File: config.mk
export PLATFORM = sky130hd
export DESIGN_NAME = systolic_operand_feeder
export DESIGN_NICKNAME = d
export VERILOG_FILES = /design/src/rtl/systolic_operand_feeder.sv
export SDC_FILE = /design/constraint.sdc
export NUM_CORES = 1
export LEC_CHECK = 0
export ABC_CLOCK_PERIOD_IN_PS = 3900
export BUFFER_PORTS_ARGS = -buffer_cell sky130_fd_sc_hd__buf_2
export CORE_AREA = 4 4 211 213
export CTS_CLUSTER_SIZE = 12
export DETAILED_ROUTE_END_ITERATION = 10
export DIE_AREA = 0 0 215 217
export PLACE_DENSITY = 0.75
export SYNTH_ARGS = -nofsm -noshare
export SYNTH_HDL_FRONTEND = slang
export SYNTH_SLANG_ARGS = --single-unit
File: constraint.sdc
create_clock -name clk -period 3.9 [get_ports clk]
set_input_delay 0.78 -clock clk [delete_from_list [all_inputs] [get_ports clk]]
set_output_delay 0.78 -clock clk [all_outputs]
set_load 0.005 [all_outputs]
File: src/rtl/systolic_operand_feeder.sv
// Operand feeder for an NxN output-stationary MAC array: diagonally skews A columns / B rows onto
// the array edges, then zero-flushes. Optional stall counter enabled by defining FEEDER_STALL_CNT_EN.
module systolic_operand_feeder #(
  parameter int N = 4,
  parameter int W = 32
) (
  input  logic           clk,
  input  logic           rst,
  input  logic           start,
  input  logic [15:0]    k_len,
  input  logic           in_valid,
  output logic           in_ready,
  input  logic [N*W-1:0] a_col,
  input  logic [N*W-1:0] b_row,
  output logic [N*W-1:0] left_edge,
  output logic [N*W-1:0] top_edge,
  output logic           pe_clear,
  output logic           busy,
  output logic           done,
  output logic [15:0]    stall_cnt
);

  typedef enum logic [2:0] {IDLE, CLEAR, STREAM, FLUSH, DONE} state_t;

  // Flush covers skew drain, array propagation and the final accumulate.
  localparam int FW = $clog2(2 * N);
  localparam logic [FW-1:0] FLUSH_LAST = FW'(2 * N - 2);

  state_t        state;
  logic [15:0]   k_lat;
  logic [15:0]   beat_cnt;
  logic [FW-1:0] flush_cnt;
  logic          accept;

  assign accept = in_valid && in_ready;

  always_ff @(posedge clk) begin
    if (rst) begin
      state     <= IDLE;
      k_lat     <= '0;
      beat_cnt  <= '0;
      flush_cnt <= '0;
      in_ready  <= 1'b0;
      pe_clear  <= 1'b0;
      busy      <= 1'b0;
      done      <= 1'b0;
    end else begin
      pe_clear <= 1'b0;
      done     <= 1'b0;
      case (state)
        IDLE: begin
          if (start) begin
            state    <= CLEAR;
            k_lat    <= k_len;
            pe_clear <= 1'b1;
            busy     <= 1'b1;
          end
        end
        CLEAR: begin
          beat_cnt  <= '0;
          flush_cnt <= '0;
          if (k_lat == 16'd0) begin
            state <= FLUSH;
          end else begin
            state    <= STREAM;
            in_ready <= 1'b1;
          end
        end
        STREAM: begin
          if (accept) begin
            beat_cnt <= beat_cnt + 16'd1;
            if (beat_cnt + 16'd1 == k_lat) begin
              state    <= FLUSH;
              in_ready <= 1'b0;
            end
          end
        end
        FLUSH: begin
          if (flush_cnt == FLUSH_LAST) begin
            state <= DONE;
            done  <= 1'b1;
          end else begin
            flush_cnt <= flush_cnt + FW'(1);
          end
        end
        DONE: begin
          state <= IDLE;
          busy  <= 1'b0;
        end
        default: state <= IDLE;
      endcase
    end
  end

  // Lane i has i+1 stages; non-accepting cycles inject MAC-neutral zeros.
  for (genvar i = 0; i < N; i++) begin : g_lane
    logic [W-1:0] a_dly [0:i];
    logic [W-1:0] b_dly [0:i];

    always_ff @(posedge clk) begin
      if (rst) begin
        for (int s = 0; s <= i; s++) begin
          a_dly[s] <= '0;
          b_dly[s] <= '0;
        end
      end else begin
        a_dly[0] <= accept ? a_col[i*W +: W] : '0;
        b_dly[0] <= accept ? b_row[i*W +: W] : '0;
        for (int s = 1; s <= i; s++) begin
          a_dly[s] <= a_dly[s-1];
          b_dly[s] <= b_dly[s-1];
        end
      end
    end

    assign left_edge[i*W +: W] = a_dly[i];
    assign top_edge[i*W +: W]  = b_dly[i];
  end

`ifdef FEEDER_STALL_CNT_EN
  logic [15:0] stall_q;

  // Zeroed as the tile begins so it reads 0 while pe_clear is high.
  always_ff @(posedge clk) begin
    if (rst) begin
      stall_q <= '0;
    end else if (state == IDLE && start) begin
      stall_q <= '0;
    end else if (state == STREAM && !in_valid && stall_q != 16'hFFFF) begin
      stall_q <= stall_q + 16'd1;
    end
  end

  assign stall_cnt = stall_q;
`else
  assign stall_cnt = '0;
`endif

endmodule

==> results.toml <==
[placement]
dp_hpwl_um = 29660
dpl_worst_slack_ns = 1.315
gp_congestion = 0.9077
place_area_um2 = 22610
numPortBuffers = 535

[timing]
setup_ws_ns = 1.428
setup_viol = 0
timing.fmax_ghz = 0.4046
worstMarginPinSlew_ns = 0.7584
skew_ns = 0.01678
rsz0062_at_grt = "false"
slew_headroom_pct = 49.44
fin_crit_ns = 2.472
fin_crit_sh_pct = 63.38
setup_tns_ns = 0
drv_slew = 0
final-hold-violation-count = 0

[finish]
area_growth_pct = 17.42
fin_area_um2 = 24670
fill_cells = 3481
finalNetCount = 2484
layout_commonest_cell = "dfxtp_1"
final_util_pct = 57.78
drive_above_1_share_pct = 28.55
register_area_um2 = 13650
multiInputGateArea_um2 = 5488
layout_common_cells = "682 x dfxtp_1, 534 x buf_2, 386 x nor2b_1"

[worst_setup_path]
path_common_cell = "nor4_2"
arrival_ns = 2.97
path_cells = "ha_1, nand3_2, nor4_2, xnor2_1, nand4b_1, nor4_2, a41o_1"
r2r_cells = 7
cp.required_ns = 4.40
end_kind = "flop"
cp-startpoint = "beat_cnt[0]$_SDFFE_PP0P_"
startpoint_type = "flop"
critPathSlowestCell = "dfxtp_1"
r2r_slack_ns = 1.43
endpoint = "state[0]$_SDFFE_PP0P_"
slowest_delay_ns = 0.48
r2r-end = "state[0]$_SDFFE_PP0P_"
worstSetupPathType = "flop to flop"
r2r-start = "beat_cnt[0]$_SDFFE_PP0P_"
crit_fanout = 10

[floorplanning]
dieArea_um2 = 46660
die_w_um = 215
start_util_pct = 49.21
rows = 76
die_h_um = 217
design.core.area_um2 = 42700
io_pins = 552

[clock_tree]
clk_path_buf_depth = 3
ctsResizeCount = 0
postCtsSetupBuffers = 0
hold_buffers = 0
root_buffer = "clkbuf_16"
cts_num_sinks = 682
htree_levels = 3
numCtsBuffers = 70
cts_tree = "built"
cts.clk_slew.worst_paths_ns = 0.06
insertion_delay_ns = 0.57

[synthesis]
synthAdderAreaFrac_pct = 0.1786
ys.flop_type = "dfxtp_1"
syn_inst = 1877
synth.area.top_cells = "dfxtp_1 65%, nor2b_1 11%, and2_1 7.7%, buf_4 7.4%, clkbuf_1 1.5%"
netlist.area_leader.share_pct = 64.98
async_flop_share_pct = 0
yosysTopAreaCell = "dfxtp_1"
synth-xor-area-share_pct = 0.7920
synth-compound-area-share_pct = 1.882
yosysWarningCount = 0
synth_seq_area_share_pct = 64.98
yosys.area_share.simple_pct = 22.94
ys_types = 42
synth_top_family_by_area = "simple AND/OR/NAND/NOR gates"
synth-seq-cells = 682
syn_area_um2 = 21010
synth_mux_area_share_pct = 0
synth_edf_count = 0
syn_avg_cell_area_um2 = 11.19

[detailed_routing]
drc_errors = 0
viasPerCell = 4.474
wire_per_inst_um = 15.37
wl_um = 42700
dr.pass1.iters = 5
num_vias = 12430
drtIter0Drc = 762
antenna_left = 0

[global_routing]
grt_usage_pct = 17.70
grt.overflow.total = 0
grt_max_degree = 179
grt_pass1_wl_um = 66070
grt_pass1_vias = 12370
antenna_found_initial = 12

[power]
ir_drop_v = 0.0003880
total_leakage_power_nw = 11.22
pwr_density_cell_nw_per_um2 = 550.2

[status]
status = "complete, no violations"

[job]
cap_violations = 0

[min_path]
worstHoldPathType = "input pin to flop"
cell families after synthesis:
kind of cell | Yosys count
AO/OA/AOI/OAI | 69
XOR/XNOR | 19
adder cells (fa/ha/maj) | 3
buffers and inverters | 305
flip-flops | 682
other | 1
AND/OR/NAND/NOR | 798
worst min path at each step:
stage / start / end / slack, ns / cells past startpoint
2_1_floorplan: g_lane[1].a_dly[0][0]$_SDFF_PP0_ / g_lane[1].a_dly[0][32]$_SDFF_PP0_ / 0.41 / 1
6_report: a_col[45] / g_lane[1].a_dly[0][13]$_SDFF_PP0_ / 0.40 / 2
5_1_grt: a_col[17] / g_lane[0].a_dly[0][17]$_SDFF_PP0_ / 0.37 / 2
3_5_place_dp: g_lane[2].a_dly[0][55]$_SDFF_PP0_ / g_lane[2].a_dly[0][87]$_SDFF_PP0_ / 0.42 / 1
4_1_cts: a_col[45] / g_lane[1].a_dly[0][13]$_SDFF_PP0_ / 0.36 / 2
3_3_place_gp: g_lane[1].b_dly[0][8]$_SDFF_PP0_ / g_lane[1].b_dly[0][40]$_SDFF_PP0_ / 0.42 / 1
per-layer routing:
metal / up-vias / track usage [%] / part of all wire (%)
li1: 6212 / - / -
met3: 94 / 6.311 / 8.2
met4: 14 / 6.549 / 2.6
met5: - / 0 / 0.20
met2: 422 / 29.28 / 48
met1: 5688 / 21.40 / 41
synthesized netlist by cell type, drive strengths merged, types with 2 or more instances:
master,number
a21oi,35
xnor2,13
and4,3
nand4,5
and3,3
a211oi,3
nor2b,386
nand3,13
nor3b,2
nor2,36
nand2,53
dfxtp,682
ha,3
a22oi,3
nor3,11
nand4b,2
inv,5
a31oi,4
nor4,15
and2,258
buf,218
o21ai,17
clkbuf,82
or3,7
nand2b,2
xor2,6
cell type report:
class	instances	share of cell area, %
Antenna cell	4	0.04057
Clock buffer	85	7.749
Clock inverter	10	0.5528
Inverter	5	0.07607
Multi-Input combinational cell	905	22.24
Sequential cell	682	55.34
Tap cell	546	2.769
Timing Repair Buffer	541	11.23
power by group:
group          leakage (nW)  internal (mW)  switching [mW]  total, mW
Clock                  1.01           3.57            2.47       6.04
Combinational          4.71          0.204           0.221      0.425
Sequential             5.50           7.07          0.0414       7.11
Total                  11.2           10.8            2.73       13.6
sequential cells by signal (all words and copies together), names as in the netlist:
| signal | count |
|---|---|
| state | 3 |
| k_lat | 16 |
| busy | 1 |
| flush_cnt | 3 |
| g_lane.a_dly | 320 |
| done | 1 |
| in_ready | 1 |
| g_lane.b_dly | 320 |
| pe_clear | 1 |
| beat_cnt | 16 |
stage by stage:
step	std cells	total power, mW	hold slack (ns)
after floorplan	1892	7.491	0.4138
after global placement	2679	7.673	0.4155
after detailed placement	2679	7.684	0.4204
after CTS	2774	13.75	0.3587
after global routing	2777	14.10	0.3653
final	2778	13.57	0.4037
worst max-delay path, delay by kind of cell, from the launching register on:
| family | cells | cell delay, ns |
|---|---|---|
| flip-flops | 1 | 0.48 |
| AO/OA/AOI/OAI | 1 | 0.22 |
| XOR/XNOR | 1 | 0.17 |
| AND/OR/NAND/NOR | 4 | 1.15 |
| adder cells (fa/ha/maj) | 1 | 0.38 |
(Power assumes the default switching activity.)
